### config.mk
export PLATFORM = sky130hd
export DESIGN_NAME = ram512_arbiter
export DESIGN_NICKNAME = d
export VERILOG_FILES = /design/src/rtl/ram512_arbiter.sv
export SDC_FILE = /design/constraint.sdc
export NUM_CORES = 1
export LEC_CHECK = 0
export ABC_AREA = 1
export BUFFER_PORTS_ARGS = -buffer_cell sky130_fd_sc_hd__buf_2
export CORE_ASPECT_RATIO = 1.25
export CORE_UTILIZATION = 43
export CTS_BUF_LIST = sky130_fd_sc_hd__clkbuf_8
export DETAILED_ROUTE_END_ITERATION = 16
export PLACE_DENSITY = 0.78
export RECOVER_POWER = 25
export SYNTH_ARGS = -nofsm -noshare
export SYNTH_HDL_FRONTEND = slang
export SYNTH_SLANG_ARGS = --single-unit
### constraint.sdc
create_clock -name clk -period 1 [get_ports clk]
set_input_delay 0.2 -clock clk [delete_from_list [all_inputs] [get_ports clk]]
set_output_delay 0.2 -clock clk [all_outputs]
set_load 0.1 [all_outputs]
### src/rtl/ram512_arbiter.sv
// ram512_arbiter: two-port round-robin arbiter serialising single-word commands onto one ram512.
module ram512_arbiter #(
  parameter int ADDR_W = 9,
  parameter int DATA_W = 16
) (
  input  logic              clk,
  input  logic              rst_n,
  input  logic              req0_valid,
  output logic              req0_ready,
  input  logic              req0_we,
  input  logic [ADDR_W-1:0] req0_addr,
  input  logic [DATA_W-1:0] req0_wdata,
  output logic              rsp0_valid,
  output logic [DATA_W-1:0] rsp0_rdata,
  input  logic              req1_valid,
  output logic              req1_ready,
  input  logic              req1_we,
  input  logic [ADDR_W-1:0] req1_addr,
  input  logic [DATA_W-1:0] req1_wdata,
  output logic              rsp1_valid,
  output logic [DATA_W-1:0] rsp1_rdata,
  output logic              ram_load,
  output logic [ADDR_W-1:0] ram_address,
  output logic [DATA_W-1:0] ram_in,
  input  logic [DATA_W-1:0] ram_out
);
  typedef enum logic {IDLE, ACCESS} state_t;
  state_t state_q, state_d;
  logic owner_q, owner_d, rr_ptr_q, rr_ptr_d, cmd_we_q, cmd_we_d;
  logic [ADDR_W-1:0] cmd_addr_q, cmd_addr_d;
  logic [DATA_W-1:0] cmd_wdata_q, cmd_wdata_d;
  logic rsp0_valid_q, rsp0_valid_d, rsp1_valid_q, rsp1_valid_d;
  logic [DATA_W-1:0] rsp0_rdata_q, rsp0_rdata_d, rsp1_rdata_q, rsp1_rdata_d;
  logic gnt1, hs, access;
  always_ff @(posedge clk or negedge rst_n) begin
    if (!rst_n) begin
      state_q      <= IDLE;
      owner_q      <= 1'b0;
      rr_ptr_q     <= 1'b0;
      cmd_we_q     <= 1'b0;
      cmd_addr_q   <= '0;
      cmd_wdata_q  <= '0;
      rsp0_valid_q <= 1'b0;
      rsp1_valid_q <= 1'b0;
      rsp0_rdata_q <= '0;
      rsp1_rdata_q <= '0;
    end else begin
      state_q      <= state_d;
      owner_q      <= owner_d;
      rr_ptr_q     <= rr_ptr_d;
      cmd_we_q     <= cmd_we_d;
      cmd_addr_q   <= cmd_addr_d;
      cmd_wdata_q  <= cmd_wdata_d;
      rsp0_valid_q <= rsp0_valid_d;
      rsp1_valid_q <= rsp1_valid_d;
      rsp0_rdata_q <= rsp0_rdata_d;
      rsp1_rdata_q <= rsp1_rdata_d;
    end
  end
  // Port 1 wins only when it is alone or it is its turn.
  always_comb begin
    access       = (state_q == ACCESS);
    gnt1         = req1_valid & (~req0_valid | rr_ptr_q);
    req0_ready   = (state_q == IDLE) & req0_valid & ~gnt1;
    req1_ready   = (state_q == IDLE) & gnt1;
    hs           = req0_ready | req1_ready;
    state_d      = access ? IDLE : (hs ? ACCESS : IDLE);
    owner_d      = hs ? gnt1 : owner_q;
    rr_ptr_d     = hs ? ~gnt1 : rr_ptr_q;
    cmd_we_d     = hs ? (gnt1 ? req1_we : req0_we) : cmd_we_q;
    cmd_addr_d   = hs ? (gnt1 ? req1_addr : req0_addr) : cmd_addr_q;
    cmd_wdata_d  = hs ? (gnt1 ? req1_wdata : req0_wdata) : cmd_wdata_q;
    rsp0_valid_d = access & ~owner_q;
    rsp1_valid_d = access & owner_q;
    rsp0_rdata_d = (rsp0_valid_d & ~cmd_we_q) ? ram_out : rsp0_rdata_q;
    rsp1_rdata_d = (rsp1_valid_d & ~cmd_we_q) ? ram_out : rsp1_rdata_q;
  end
  // Load is decoded from state so an async reset kills a pending write at once.
  assign ram_load    = access & cmd_we_q;
  assign ram_address = cmd_addr_q;
  assign ram_in      = cmd_wdata_q;
  assign rsp0_valid  = rsp0_valid_q;
  assign rsp1_valid  = rsp1_valid_q;
  assign rsp0_rdata  = rsp0_rdata_q;
  assign rsp1_rdata  = rsp1_rdata_q;
endmodule

After elaboration in Yosys (flattened, before gate mapping):

Cells that the tools add are included.

* bits in registers: 63
* output and inout port bits: 62

* mux-type cells: 5
* bitwise gates (word level): 16

Operators by type and width (number)
* two-way mux 16 bit: 1
* bitwise AND 1 bit: 9
* two-way mux 9 bit: 1
* inverter 1 bit: 5
* two-way mux 1 bit: 3
* bitwise OR 1 bit: 2

Logic depth before layout (Yosys ltp):

* word-level depth: 8
* gate-level depth with buffers: 9

Worst setup path before layout:

No wires, ideal clock.

* path kind: reg2out
* from: register state_q, in the netlist access
* to: output port req0_ready
* arrival: 2.298 ns
* data required time: 0.800 ns
* setup slack: -1.498 ns
* cell stages (with the launch flop): 6
* path through: dfrtp_1 inv_2 nand2_1 buf_4 buf_6 a21oi_1

* longest elaborated chain between the ends: 3

Ends and longest elaborated chain
* start: declaration: line 28 `state_t state_q, state_d;`
* start signal: assignment: line 48 `state_q <= state_d;`
* inverter 1 bit: line 64 `req0_ready = (state_q == IDLE) & req0_valid & ~gnt1;`
* bitwise AND 1 bit (2 in a row): line 64
* end: declaration: line 9 `output logic req0_ready,`

Every way passes these cells.

Final worst setup path:

Ends and elaborated chain as after synthesis.

==> impl_metrics.toml <==
[clock_tree]
cts_tree = "done"
ctsLongestPathBuffers = 2
clk_pin_slew_worst_paths_ns = 0.08
insertion_delay_ns = 0.34
numCtsBuffers = 9
cts.htree.levels = 3
cts-root-buf = "clkbuf_8"
cts.sinks = 63

[cells_and_area]
layout.nets = 604
layout-drive-gt1-share_pct = 70.20
final_area_mm2 = 0.005972
area_growth_pct = 108.1
antenna_cells = 0

[yosys]
ys.flop_type = "dfrtp_1"
synth.yosys.seq_area_share_pct = 54.93
synth_top_area_share_pct = 54.93
synth_adder_area_share_pct = 0
synth-edff-count = 0
yosys_warnings = 0
yosys.area.top_type = "dfrtp_1"
ys_top_cells_by_count = "144 x nand2_1, 63 x dfrtp_1, 52 x nand3_1"
async_flop_share_pct = 100.0
avgSynthCellArea_um2 = 8.368
synth_seq_cells = 63
synth-compound-area-share_pct = 6.539
synth.net_count = 415
synth_top_family_by_area = "simple AND/OR/NAND/NOR gates"
synthMostInstantiatedCell = "nand2_1"
synth.distinct_cells = 16
syn_area_mm2 = 0.002870
synthTopCellsByArea = "dfrtp_1 55%, nand2_1 19%, nand3_1 9.1%"
synth-simple-area-share_pct = 29.82
synth_mux_area_share_pct = 0
synth_cells = 343
synth-xor-area-share_pct = 0

[placed_design]
place_area_mm2 = 0.004732
dpl.hpwl_um = 6137
gp_congestion = 0.7915
io_buffers = 133

[sta]
tightest_slew_ns = 0.4356
rsz0062_at_grt = "yes"
fmax_ghz = 0.6673
setup_viol_count_final = 123
skew_ns = 0.004923
period_share_pct = 149.9
period_minus_slack_ns = 1.499
slew_headroom_pct = 70.96
layout_setup_ws_ns = -0.4985
drv_slew = 0
finalHoldViolCount = 0

[drt]
ant_nets = 0
wl_per_cell_um = 21.65
drt_iter0_drc = 315
detail_route.first_pass.iterations = 5
viasPerCell = 5.540
num_vias = 3446
drc = 0
totalWireLength_um = 13470

[floorplanning]
coreArea_mm2 = 0.006326
num_io_pins = 134
rows = 32
die_area_mm2 = 0.007008
die_width_um = 75.08
floorplan.initialDensity_pct = 45.37
die_h_um = 93.35

[min_path]
hold_path.class = "in2reg"
worstHoldStart = "ram_out[15]"

[critical_path]
crit_path_end_kind = "primary output"
worst_setup_path_start_kind = "flip-flop"
crit_type = "reg2out"
rrSetupSlack_ns = -0.40
path_cells = "inv_2, nand2_4, a21oi_4, buf_12"
cpMaxStageDelayCell = "dfrtp_1"
crit_fanout = 3
cp.required_ns = 0.80
cp.arrival_ns = 1.30
cp_top_family = "flip-flops"
reg2reg_from = "rr_ptr_q"
critPathLaunch = "access"
slowest_delay_ns = 0.40
path_buf_inv = 2

[global_routing]
grt_max_degree = 33
grt_usage_pct = 31.79
antenna_found_initial = 0
first_global_vias = 3310
grt_overflow = 0
grt_pass1_wl_um = 16240

[status]
status = "finished with violations"
violations = "setup timing"

[flow_run]
drv_cap = 0
worst register-to-register path, delay by kind of cell (launching register included):
kind | cells | cell delay, ns
flops | 1 | 0.38
simple gates | 5 | 0.35
buf+inv | 4 | 0.55
area by class of cell:
class                           instances  area, um^2
Inverter                               23       93.84
Sequential cell                        63        1650
Multi-Input combinational cell        238        1520
Timing Repair Buffer                  197        2371
Clock inverter                          6       92.59
Fill cell                             169       354.1
Clock buffer                           10       137.6
Tap cell                               85       106.4
state kept, by name, summed over array words and instances (netlist names):
signal       count
access           1
cmd_we_q         1
owner_q          1
ram_address      9
ram_in          16
rr_ptr_q         1
rsp0_rdata      16
rsp0_valid       1
rsp1_rdata      16
rsp1_valid       1
layer usage:
metal | GRT usage, % | routed length [um] | vias up
li1 | - | - | 1475
met1 | 33.71 | 4596 | 1663
met2 | 56.38 | 7075 | 238
met3 | 8.513 | 990 | 70
met4 | 15.88 | 804 | 0
met5 | 0 | 0 | -
repair_timing:
item / CTS / global route
setup endpoints to repair: 123 / 123
setup buffers: 18 / 17
endpoints found under the hold margin: 63 / 0
resized for setup: 59 / 88
gates cloned: 8 / 4
hold buffers: 1 / 0
pin swaps: 10 / 36
placed cells by master (no fill, tap or decap), drive strengths merged:
cell type / count
a21oi: 1
dlygate4sd3: 1
nand3: 53
inv: 22
nand2: 151
buf: 192
dfrtp: 63
bufinv: 2
o21ai: 32
clkinvlp: 4
nor2: 1
clkbuf: 14
clkinv: 1
metrics by stage:
| stage | hold WS [ns] | setup TNS (ns) | setup WS [ns] | util, % | cells |
|---|---|---|---|---|---|
| floorplan | -0.09559 | -2.449 | -0.5268 | - | 343 |
| global placement | 0.1789 | -9.562 | -0.2376 | 74.80 | 561 |
| finish | 0.1406 | -29.51 | -0.4985 | 94.40 | 622 |
| detailed placement | 0.2018 | -12.61 | -0.3002 | 74.80 | 561 |
| CTS | 0.1132 | -23.80 | -0.4671 | 86.47 | 604 |
| global route | 0.1349 | -33.26 | -0.5361 | 94.40 | 622 |
worst paths after layout:
path                       depth (start not counted)        endpoint
min reg2reg                                        2  rsp1_rdata[11]
max                                                4      req0_ready
max reg2reg                                        9       ram_in[4]
min in group asynchronous                          3   rsp0_rdata[3]
min                                                3  rsp0_rdata[15]
max in group asynchronous                          3      ram_in[15]
logic make-up after synthesis:
family,Yosys count
and+or+nand+nor,202
DFF,63
AOI/OAI and AO/OA,33
buffers and inverters,45
Power is left out: the tool's default activity adds up to more than one toggle a clock period on the data nets, which glitch-free logic cannot reach.
